===== config.mk =====
export PLATFORM = sky130hd
export DESIGN_NAME = wb_scoreboard
export DESIGN_NICKNAME = d
export VERILOG_FILES = /design/src/rtl/wb_scoreboard.sv
export SDC_FILE = /design/constraint.sdc
export NUM_CORES = 1
export LEC_CHECK = 0
export CAP_MARGIN = 40
export CORE_MARGIN = 3
export CORE_UTILIZATION = 55
export DETAILED_ROUTE_END_ITERATION = 6
export GPL_TIMING_DRIVEN = 0
export HOLD_SLACK_MARGIN = 0.15
export PLACE_DENSITY = 0.79
export SYNTH_ARGS = -nofsm -noshare
export SYNTH_HDL_FRONTEND = slang
export SYNTH_SLANG_ARGS = --single-unit

===== constraint.sdc =====
create_clock -name clk_i -period 8 [get_ports clk_i]
set_input_delay 1.6 -clock clk_i [delete_from_list [all_inputs] [get_ports clk_i]]
set_output_delay 1.6 -clock clk_i [all_outputs]
set_load 0.05 [all_outputs]

===== src/rtl/wb_scoreboard.sv =====
// wb_scoreboard
//
// Writeback-side companion to the 32-entry register file of the
// non-forwarding pipeline. It does three things:
//   * holds retiring results in a one-entry commit register that drives
//     the register file write port,
//   * keeps a per-register count of writes that decode has issued but
//     that have not yet landed in the register file,
//   * stalls decode while a source operand still has a write in flight,
//     or while the destination already has MAX_PEND writes in flight.
//
// Ports
//   clk_i, rst_i         clock and synchronous active-high reset
//   id_valid_i           decode holds a valid instruction
//   id_rs1/rs2_addr_i    source register addresses
//   id_rs1/rs2_used_i    instruction actually reads rs1 / rs2
//   id_rd_wren_i         instruction writes rd
//   id_rd_addr_i         destination address
//   id_stall_o           combinational hold request to decode
//   wb_valid_i           writeback retires an instruction this cycle
//   wb_rd_wren_i         retiring instruction writes rd
//   wb_rd_addr_i         retiring destination
//   wb_rd_data_i         retiring result
//   rd_wren_o            register file write enable (registered)
//   rd_addr_o            register file write address (registered)
//   rd_data_o            register file write data (registered)
//   busy_o               some register still has a write in flight
//   err_o                sticky: a commit hit a register with nothing pending

module wb_scoreboard #(
    parameter int NUM_REGS   = 32,
    parameter int DATA_WIDTH = 32,
    parameter int MAX_PEND   = 3
) (
    input  logic                  clk_i,
    input  logic                  rst_i,

    input  logic                  id_valid_i,
    input  logic [4:0]            id_rs1_addr_i,
    input  logic [4:0]            id_rs2_addr_i,
    input  logic                  id_rs1_used_i,
    input  logic                  id_rs2_used_i,
    input  logic                  id_rd_wren_i,
    input  logic [4:0]            id_rd_addr_i,
    output logic                  id_stall_o,

    input  logic                  wb_valid_i,
    input  logic                  wb_rd_wren_i,
    input  logic [4:0]            wb_rd_addr_i,
    input  logic [DATA_WIDTH-1:0] wb_rd_data_i,

    output logic                  rd_wren_o,
    output logic [4:0]            rd_addr_o,
    output logic [DATA_WIDTH-1:0] rd_data_o,

    output logic                  busy_o,
    output logic                  err_o
);

    localparam int               CNT_W     = $clog2(MAX_PEND + 1);
    localparam logic [CNT_W-1:0] PEND_FULL = CNT_W'(MAX_PEND);

    logic [CNT_W-1:0]    pend [NUM_REGS];
    logic [NUM_REGS-1:0] inc_vec;
    logic [NUM_REGS-1:0] dec_vec;
    logic                src1_hz;
    logic                src2_hz;
    logic                dst_full;
    logic                issue_fire;
    logic                dec_empty;

    // Hazard detection looks only at the registered counters, never at the
    // writeback inputs of the same cycle: an operand becomes readable only
    // once its commit register write has actually happened. An instruction
    // whose source equals its own destination sees only older writes here,
    // because its own increment has not happened yet.
    always_comb begin
        src1_hz    = id_rs1_used_i && (id_rs1_addr_i != 5'd0) && (pend[id_rs1_addr_i] != '0);
        src2_hz    = id_rs2_used_i && (id_rs2_addr_i != 5'd0) && (pend[id_rs2_addr_i] != '0);
        dst_full   = id_rd_wren_i  && (id_rd_addr_i  != 5'd0) && (pend[id_rd_addr_i]  == PEND_FULL);
        id_stall_o = id_valid_i && (src1_hz || src2_hz || dst_full);
        issue_fire = id_valid_i && !id_stall_o;
    end

    // One-hot increment/decrement requests. The decrement is tied to the
    // cycle the register file write is presented, so the stall drops on
    // exactly the cycle the data becomes readable. x0 can never be
    // selected: issue filters rd==0 and rd_wren_o is never set for x0.
    // A commit to a register with nothing pending does not decrement.
    always_comb begin
        inc_vec   = '0;
        dec_vec   = '0;
        dec_empty = 1'b0;
        if (issue_fire && id_rd_wren_i && (id_rd_addr_i != 5'd0)) begin
            inc_vec[id_rd_addr_i] = 1'b1;
        end
        if (rd_wren_o) begin
            if (pend[rd_addr_o] != '0) begin
                dec_vec[rd_addr_o] = 1'b1;
            end else begin
                dec_empty = 1'b1;
            end
        end
    end

    // Pending counters. Issue and commit on the same register cancel out.
    // Saturation cannot overflow because dst_full blocks the issue.
    always_ff @(posedge clk_i) begin
        if (rst_i) begin
            for (int r = 0; r < NUM_REGS; r++) begin
                pend[r] <= '0;
            end
        end else begin
            for (int r = 0; r < NUM_REGS; r++) begin
                if (inc_vec[r] && !dec_vec[r]) begin
                    pend[r] <= pend[r] + CNT_W'(1);
                end else if (dec_vec[r] && !inc_vec[r]) begin
                    pend[r] <= pend[r] - CNT_W'(1);
                end
            end
        end
    end

    // Commit register. Writeback has no backpressure: every retire is
    // captured. Address and data hold between retires so the write port
    // does not toggle needlessly; the enable alone qualifies the write.
    always_ff @(posedge clk_i) begin
        if (rst_i) begin
            rd_wren_o <= 1'b0;
            rd_addr_o <= '0;
            rd_data_o <= '0;
        end else begin
            rd_wren_o <= wb_valid_i && wb_rd_wren_i && (wb_rd_addr_i != 5'd0);
            if (wb_valid_i) begin
                rd_addr_o <= wb_rd_addr_i;
                rd_data_o <= wb_rd_data_i;
            end
        end
    end

    // Sticky error: a commit arrived for a register decode never issued a
    // write to. The register file write itself still goes ahead.
    always_ff @(posedge clk_i) begin
        if (rst_i) begin
            err_o <= 1'b0;
        end else if (dec_empty) begin
            err_o <= 1'b1;
        end
    end

    // Busy when any counter is non-zero; purely from registered state.
    always_comb begin
        busy_o = 1'b0;
        for (int r = 0; r < NUM_REGS; r++) begin
            busy_o = busy_o | (pend[r] != '0);
        end
    end

endmodule


==> results_dict.tcl, run 1 <==
set metrics [dict create \
    outcome "complete, no violations" \
    fp.dieH_um 124 \
    drive_gt1_frac 0.0919 \
    synth_nets 879 \
    worstPathMaxFanout 10 \
    yosys_most_used_dff "edfxtp_1" \
    htreeDepth 3 \
    yosys-top-cells-area "edfxtp_1, dfxtp_1, mux2i_1, mux4_2, nor2_1" \
    cts_tree "yes" \
    r2r_cells 9 \
    register_area_um2 2800 \
    powerDensity_nw_per_um2 162 \
    postSynthCellCount 818 \
    antenna_cells 0 \
    grt_usage 0.343 \
    p_leak_nw 3.27 \
    grt_max_degree 20 \
    reg2reg_to "pend[1][1]$_SDFFCE_PN0P_" \
    max_freq_mhz 135 \
    rr_startpoint "pend[10][0]$_SDFFCE_PN0P_" \
    finClkSkew_ps 8.06 \
    setup_viol 0 \
    ctsHoldBuffers 0 \
    route.detailed.drc 0 \
    maxCapViolations 0 \
    yosysTopAreaCell "edfxtp_1" \
    fin_nets 981 \
    n_fill_cell 1083 \
    cts_root_buf "clkbuf_16" \
    worst-endpoint-required_ps 6400 \
    crit_end "id_stall_o" \
    multi_input_comb_area_um2 4610 \
    antenna_found_initial 1 \
    synth_top_area_share 0.249 \
    design.core.area_um2 13500 \
    wire_per_inst_um 24.7 \
    synth.cell_area_um2 7710 \
    peakVddDrop_mv 0.143 \
    synth_edf_count 64 \
    clk_latency_ps 360 \
    dp_hpwl_mm 20.9 \
    startpoint "id_rd_addr_i[3]" \
    postCtsSetupRepairBufs 0 \
    clk_pin_slew_worst_paths_ps 70 \
    period_needed_ps 7430 \
    yosys_register_bits 108 \
    slew_headroom 0.427 \
    start_kind "input pin" \
    whs_ps 501 \
    drtPass1Iterations 6 \
    cts_inserted_buffers 9 \
    worstPathArrival_ps 5830 \
    path_class "in2out" \
    drt-total-wl_mm 27.2 \
    finalCritPeriodShare 0.929 \
    crit_chain "clkdlybuf4s50_1 > clkbuf_1 > nand3b_1 > o22ai_1 > a22oi_1 > o2111ai_1 > a31oi_1 > nand2_1 > clkbuf_1 > and2_1 > clkdlybuf4s50_1" \
    initial_core_util 0.573 \
    synthToLayoutAreaGrowth_pct 18.6 \
    cp-end-kind "output port" \
    vias_per_cell 6.84 \
    synth_seq_area_share 0.364 \
    hold_class "reg2reg" \
    slew_viol_final 0 \
    tns_ps 0 \
    die_area_um2 15500 \
    rsz0062_at_grt "no" \
    io_pins 101 \
    yosysUniqueCellTypes 72 \
    worstMarginPinSlew_ps 859 \
    cts.sinks 108 \
    synthArstFlopShare 0 \
    grt_overflow_total 0 \
    clock_path_buffers 2 \
    syn-mean-instance-area_um2 9.42 \
    hold_viol_final 0 \
    grt_pass1_wl_mm 41.9 \
    place.gp.congestion 0.976 \
    drtIter0Drc 1029 \
    io_buffers 89 \
    rrSetupSlack_ps 4140 \
    die_width_um 124 \
    finalPower_mw 1.48 \
    drtAntennaViolNets 0 \
    grt_pass1_vias 7552 \
    critPathSlowestCell "clkdlybuf4s50_1" \
    yosys_warnings 0 \
    row_count 42 \
    num_vias 7533 \
    slowest_delay_ps 830 \
    cts_resized 0 \
]
per-layer routing:
| metal | part of all wire | track usage | up-vias |
|---|---|---|---|
| met2 | 0.45 | 0.546 | 621 |
| met1 | 0.37 | 0.435 | 3537 |
| met4 | 0.046 | 0.172 | 2 |
| met3 | 0.13 | 0.0819 | 89 |
| li1 | - | - | 3284 |
| met5 | 0.00048 | 0 | - |
cell usage in the layout (no fill, tap or decap), types with 9 or more instances in the layout:
cell	instances
clkbuf_16	10
a21oi_1	13
edfxtp_1	64
nor4_1	18
or3_1	26
o21a_1	18
o21ai_0	18
mux4_2	25
and4_1	9
buf_2	9
nand4_1	19
xnor2_1	16
xor2_1	26
nor3_1	36
dfxtp_1	44
nor2b_1	11
mux2i_1	62
clkbuf_1	33
nor3b_1	13
clkdlybuf4s50_1	89
nor2_1	134
nand2b_1	36
nand2_1	24
o211ai_1	15
nand3_1	24
cells by family (layout without fill, tap and decap cells):
group | Yosys count | count (layout) | share of synthesized area
AND/OR/NAND/NOR | 400 | 400 | 0.285
AO/OA/AOI/OAI | 112 | 112 | 0.105
flip-flops | 108 | 108 | 0.364
multiplexers | 91 | 91 | 0.159
buffers and inverters | 64 | 171 | 0.0380
XOR/XNOR | 42 | 42 | 0.0477
adder cells (fa/ha/maj) | 1 | 1 | 0.00162
worst min-delay path by stage:
stage	start	endpoint	slack [ps]	cells past startpoint
after global routing	rd_data_o[0]$_SDFFE_PP0P_	rd_data_o[0]$_SDFFE_PP0P_	540	2
after floorplan	pend[29][0]$_SDFFCE_PP0P_	pend[29][0]$_SDFFCE_PP0P_	590	1
after CTS	rd_data_o[0]$_SDFFE_PP0P_	rd_data_o[0]$_SDFFE_PP0P_	500	2
after global placement	rd_data_o[10]$_SDFFE_PP0P_	rd_data_o[10]$_SDFFE_PP0P_	470	2
final	rd_data_o[0]$_SDFFE_PP0P_	rd_data_o[0]$_SDFFE_PP0P_	500	2
after detailed placement	rd_data_o[18]$_SDFFE_PP0P_	rd_data_o[18]$_SDFFE_PP0P_	480	2
power breakdown:
| part | internal (mW) | switching (mW) | total [mW] |
|---|---|---|---|
| Clock | 0.237 | 0.229 | 0.466 |
| Combinational | 0.138 | 0.219 | 0.357 |
| Sequential | 0.622 | 0.0391 | 0.661 |
| Total | 0.996 | 0.487 | 1.48 |
worst max-delay path: cells and delay by family:
| kind | cells | cell delay [ps] |
|---|---|---|
| buf+inv | 4 | 2380 |
| simple gates | 3 | 1080 |
| compound gates | 4 | 740 |
synth_stat cells (5+ instances only):
cell / number
nor2_1: 134
edfxtp_1: 64
mux2i_1: 62
dfxtp_1: 44
nand2b_1: 36
nor3_1: 36
clkbuf_1: 33
or3_1: 26
xor2_1: 26
mux4_2: 25
nand2_1: 24
nand3_1: 24
nand4_1: 19
nor4_1: 18
o21a_1: 18
o21ai_0: 18
xnor2_1: 16
o211ai_1: 15
a21oi_1: 13
nor3b_1: 13
nor2b_1: 11
and4_1: 9
buf_2: 9
and2_1: 7
buf_1: 7
inv_1: 7
nor4_2: 6
o31ai_1: 6
and3_1: 5
nand4b_1: 5
area by class of cell:
type	count	share of cell area
inverters	8	0.00328
clock inverters	6	0.00588
flip-flops and latches	108	0.306
multi-input cells	646	0.504
clock buffers	10	0.0274
plain buffers	56	0.0287
repair buffers	91	0.0999
well taps	176	0.0241
state kept, by name (all words and copies together) (netlist names), named ones only:
| name | count |
|---|---|
| rd_data_o | 32 |
| err_o | 1 |
| rd_addr_o | 5 |
| pend | 64 |
| rd_wren_o | 1 |
metrics by stage:
step | setup slack (ps) | util | area, um2 | instances
floorplan | 2460 | - | 7710 | 818
global placement | 744 | 0.656 | 8820 | 1083
detailed placement | 734 | 0.657 | 8840 | 1085
CTS | 704 | 0.680 | 9150 | 1101
global route | 434 | 0.680 | 9150 | 1101
finish | 571 | 0.680 | 9150 | 1101
Note: power is estimated with default switching activity, not from simulation.
==> run 2: changes to the inputs <==
--- a/config.mk
+++ b/config.mk
@@ -7,11 +7,11 @@
 export LEC_CHECK = 0
 export CAP_MARGIN = 40
 export CORE_MARGIN = 3
-export CORE_UTILIZATION = 55
+export CORE_UTILIZATION = 37
 export DETAILED_ROUTE_END_ITERATION = 6
 export GPL_TIMING_DRIVEN = 0
 export HOLD_SLACK_MARGIN = 0.15
-export PLACE_DENSITY = 0.79
+export PLACE_DENSITY = 0.58
 export SYNTH_ARGS = -nofsm -noshare
 export SYNTH_HDL_FRONTEND = slang
 export SYNTH_SLANG_ARGS = --single-unit
==> constraint.sdc (replaced) <==
create_clock -name clk_i -period 6.2 [get_ports clk_i]
set_input_delay 1.24 -clock clk_i [delete_from_list [all_inputs] [get_ports clk_i]]
set_output_delay 1.24 -clock clk_i [all_outputs]
set_load 0.05 [all_outputs]
==> run 2 against run 1 <==
Effect of this change:
- sequential share of layout area is 0.43 points lower
- global-route usage is 11 points lower
- cell area is 1.4% higher
- register-to-register slack worse by 1900 ps
- clock skew is 3.1 ps higher
- clock power is 33% higher
- clock-buffer cell count is 1 lower
- final cell count is 8.6% higher
- die area is 46% higher
- wire length is 3.3% lower
- worst setup slack worse by 320 ps
- non-clock buffer count stayed put
==> results_dict.tcl, run 2 (same netlist as run 1, synthesis figures left out) <==
set metrics [dict create \
    largest_register "pend" \
    hold_class "reg2reg" \
    row_count 52 \
    drtAntennaViolNets 0 \
    fp.dieH_um 150 \
    cts.sinks 108 \
    cts_root_buf "clkbuf_16" \
    n_fill_cell 1970 \
    num_vias 7002 \
    tns_ps 0 \
    clock_path_buffers 2 \
    wire_per_inst_um 22.0 \
    hold_viol_final 0 \
    worstPathArrival_ps 4710 \
    route.detailed.drc 0 \
    grt_overflow_total 0 \
    setup_viol 0 \
    maxCapViolations 0 \
    final_core_util 0.455 \
    cts_tree "yes" \
    synthToLayoutAreaGrowth_pct 20.3 \
    drtPass1Iterations 5 \
    ctsHoldBuffers 0 \
    largest_reg_flops 64 \
    drtIter0Drc 672 \
    path_class "in2out" \
    rsz0062_at_grt "no" \
    finalCritPeriodShare 0.959 \
    grt_pass1_vias 6735 \
    top_usage_layer "met2" \
    grt_max_degree 21 \
    cts_inserted_buffers 9 \
    worst-endpoint-required_ps 4960 \
    fin_nets 981 \
    design.core.area_um2 20400 \
    drt-total-wl_mm 26.4 \
    final_common_cell "nor2_1" \
    grt_usage 0.233 \
    met2_usage 0.348 \
    die_area_um2 22600 \
    use_met3 0.0647 \
    postPlaceCellArea_um2 8950 \
    reg.largest.list "pend x64, rd_data_o x32, rd_addr_o x5" \
    worstMarginPinSlew_ps 975 \
    worstPathMaxFanout 11 \
    peakVddDrop_mv 0.169 \
    io_pins 101 \
    htreeDepth 3 \
    max_freq_mhz 168 \
    layout_common_cells "nor2_1, clkdlybuf4s50_1, edfxtp_1, mux2i_1, dfxtp_1" \
    slew_headroom 0.344 \
    drive_gt1_frac 0.0941 \
    initial_core_util 0.379 \
    powerDensity_nw_per_um2 208 \
    p_leak_nw 3.27 \
    stdcell_area_um2 9280 \
    clk_pin_slew_worst_paths_ps 80 \
    grt_pass1_wl_mm 39.9 \
    period_needed_ps 5950 \
    finClkSkew_ps 11.2 \
    cp-end-kind "output port" \
    start_kind "input pin" \
    io_buffers 89 \
    clk_latency_ps 360 \
    grt_use_met1 0.323 \
    slew_viol_final 0 \
    place.gp.congestion 0.957 \
    outcome "complete, no violations" \
    vias_per_cell 5.85 \
    antenna_found_initial 0 \
    die_width_um 150 \
    dp_hpwl_mm 20.4 \
]
==> run 2: area by class of cell <==
cell class	count	area [um2]	area share
tap	270	338	0.0364
buffer	56	264	0.0285
antenna	1	2.50	0.000270
clock buffer	9	225	0.0243
timing repair buffer	91	908	0.0979
multi-input combinational	646	4620	0.498
sequential	108	2800	0.302
clock inverter	7	88.8	0.00958
inverter	8	30.0	0.00324
==> run 2: power by group <==
part | switching (mW) | total (mW) | internal (mW)
Clock | 0.296 | 0.621 | 0.325
Combinational | 0.274 | 0.451 | 0.178
Sequential | 0.0509 | 0.853 | 0.802
Total | 0.621 | 1.93 | 1.30
==> run 2: what timing repair did <==
action	in CTS	in global routing
resized for setup	2	1
endpoints found under the setup margin	1	1
setup buffers	0	1
pin swaps	0	1
==> run 2: through the flow <==
step / setup WS [ps] / total power [mW] / cells / hold WS (ps)
after detailed placement: -334 / 1.31 / 1178 / 481
after CTS: 133 / 1.93 / 1194 / 506
after floorplan: 1380 / 1.14 / 818 / 594
after global placement: -321 / 1.31 / 1177 / 471
after global routing: 79.2 / 2.00 / 1195 / 535
final: 253 / 1.93 / 1196 / 500
==> run 2: worst max-delay path, stage by stage <==
cell and delay, ps:
clkdlybuf4s50_1 640, buf_2 310, nor3b_1 240, o21ai_0 140
a2bb2oi_1 190, o311ai_1 190, a221oi_2 520, nand2_2 280
clkbuf_2 300, and2_1 210, dlygate4sd2_1 430
==> run 2: layer usage <==
| metal | part of all wire | wire length, um |
|---|---|---|
| met4 | 0.028 | 750 |
| met5 | 0 | 0 |
| met2 | 0.43 | 11400 |
| met3 | 0.10 | 2660 |
| met1 | 0.44 | 11500 |
==> run 2: final timing paths <==
kind	from	endpoint	slack, ps	cells past startpoint
setup / recovery	id_rs2_addr_i[0]	id_stall_o	250	11
hold / removal	rd_data_o[27]$_SDFFE_PP0P_	rd_data_o[27]$_SDFFE_PP0P_	500	2
setup reg to reg	pend[10][0]$_SDFFCE_PN0P_	pend[7][0]$_SDFFCE_PN0P_	2260	9
hold reg to reg	rd_data_o[27]$_SDFFE_PP0P_	rd_data_o[27]$_SDFFE_PP0P_	500	2
==> run 3: changes to the inputs <==
--- a/config.mk
+++ b/config.mk
@@ -6,6 +6,7 @@
 export NUM_CORES = 1
 export LEC_CHECK = 0
 export CAP_MARGIN = 40
+export CORE_ASPECT_RATIO = 0.75
 export CORE_MARGIN = 3
 export CORE_UTILIZATION = 37
 export DETAILED_ROUTE_END_ITERATION = 6
==> run 3 against run 2 <==
Effect of this change:
- die area is essentially flat
- clock-buffer cell count is 1 higher
- maximum frequency down 1.2%
- combinational power rose by 2%
- core utilization grew 0.22 points
- via count increased by 3.3%
- non-clock buffer count is 1 lower
- sequential share of layout area shrank 0.085 points
- flip-flop and latch count stayed put
- critical path type unchanged
==> results_dict.tcl, run 3 (same netlist as run 1, synthesis figures left out) <==
set metrics [dict create \
    slew_viol_final 0 \
    clk_latency_ps 370 \
    outcome "complete, no violations" \
    worst_slack_ps 180 \
    hold_viol_final 0 \
    cts_root_buf "clkbuf_16" \
    dp_hpwl_mm 21.9 \
    final_core_util 0.458 \
    critPathSlowestCell "clkdlybuf4s50_1" \
    finalCritPeriodShare 0.971 \
    worstPathArrival_ps 4780 \
    drtAntennaViolNets 0 \
    die_area_um2 22600 \
    io_buffers 89 \
    place.gp.congestion 0.984 \
    p_leak_nw 3.27 \
    drtIter0Drc 974 \
    drtPass1Iterations 7 \
    multi_input_comb_area_um2 4630 \
    fp.dieH_um 131 \
    crit_chain "clkdlybuf4s50_1 > buf_2 > nor3b_1 > o21ai_0 > a2bb2oi_1 > o311ai_1 > a221oi_4 > nand2_2 > and2_1 > clkdlybuf4s50_1" \
    clk_pin_slew_worst_paths_ps 80 \
    cts.sinks 108 \
    peakVddDrop_mv 0.131 \
    grt_max_degree 21 \
    num_vias 7235 \
    cts_inserted_buffers 9 \
    powerDensity_nw_per_um2 208 \
    io_pins 101 \
    cts_tree "yes" \
    rsz0062_at_grt "no" \
    drive_gt1_frac 0.0931 \
    slew_headroom 0.372 \
    maxCapViolations 0 \
    grt_pass1_vias 6806 \
    wire_per_inst_um 23.2 \
    worstMarginPinSlew_ps 933 \
    clock_path_buffers 2 \
    largest_register "pend" \
    route.detailed.drc 0 \
    worst-endpoint-required_ps 4960 \
    row_count 45 \
    largest_reg_flops 64 \
    register_area_um2 2800 \
    grt_usage 0.247 \
    final_common_cell "nor2_1" \
    period_needed_ps 6020 \
    fin_nets 980 \
    htreeDepth 3 \
    antenna_found_initial 1 \
    setup_viol 0 \
    design.core.area_um2 20300 \
    vias_per_cell 5.98 \
    slowest_delay_ps 690 \
    pre_cts_slack_ps -226 \
    initial_core_util 0.379 \
    crit_top_cell "clkdlybuf4s50_1" \
    cp-end-kind "output port" \
    reg.largest.list "pend x64, rd_data_o x32, rd_addr_o x5" \
    layout_common_cells "nor2_1, clkdlybuf4s50_1, edfxtp_1, mux2i_1, dfxtp_1" \
    path_class "in2out" \
    worstPathMaxFanout 19 \
    finalPower_mw 1.94 \
    start_kind "input pin" \
    drt-total-wl_mm 28.1 \
    n_fill_cell 1964 \
    hold_class "reg2reg" \
    die_width_um 173 \
    max_freq_mhz 166 \
    grt_overflow_total 0 \
    finClkSkew_ps 9.09 \
    synthToLayoutAreaGrowth_pct 20.7 \
    grt_pass1_wl_mm 42.2 \
]
## run 3: worst max-delay path: cells and delay by family
family / cells / cell delay, ps
simple gates: 3 / 880
buf+inv: 3 / 1660
compound gates: 4 / 980
## run 3: area by class of cell
type | instances | share of cell area
flip-flops and latches | 108 | 0.301
clock buffers | 10 | 0.0269
repair buffers | 91 | 0.0978
multi-input cells | 646 | 0.497
clock inverters | 6 | 0.00673
inverters | 8 | 0.00323
well taps | 282 | 0.0379
diodes | 3 | 0.000807
plain buffers | 55 | 0.0278
## run 3: routing by layer
layer	wire length [um]	GRT usage	share of wire	vias up
met3	3600	0.0731	0.13	53
met5	13	0	0.00046	-
met4	553	0.0548	0.020	2
met1	13000	0.373	0.46	3478
met2	11000	0.345	0.39	416
li1	-	-	-	3286
## run 3: stage by stage
step	cell area, um2	setup TNS [ps]	std cells	hold WS [ps]
CTS	9290	0	1207	505
finish	9300	0	1209	498
detailed placement	8960	-226	1190	483
floorplan	7710	0	818	594
global placement	8950	-265	1189	473
global route	9290	0	1206	533
## run 3: what timing repair did
item,in CTS,in global routing
buffers inserted,1,0
pin swaps,1,0
hold buffers,0,0
setup endpoints to repair,1,1
gates resized for setup,1,2
endpoints found under the hold margin,0,0
## run 3: final timing paths
kind              slack, ps                  startpoint  cells past startpoint                         end
setup / recovery        180            id_rs2_addr_i[0]                     10                  id_stall_o
hold / removal          500  rd_data_o[25]$_SDFFE_PP0P_                      2  rd_data_o[25]$_SDFFE_PP0P_
setup reg to reg       2090    pend[3][0]$_SDFFCE_PN0P_                      8    pend[2][1]$_SDFFCE_PN0P_
hold reg to reg         500  rd_data_o[25]$_SDFFE_PP0P_                      2  rd_data_o[25]$_SDFFE_PP0P_
## run 3: where the power goes
| part | internal [mW] | switching [mW] | leakage (nW) |
|---|---|---|---|
| clock network | 0.309 | 0.310 | 0.155 |
| logic | 0.178 | 0.279 | 2.09 |
| registers | 0.802 | 0.0561 | 1.02 |
| total | 1.29 | 0.646 | 3.27 |
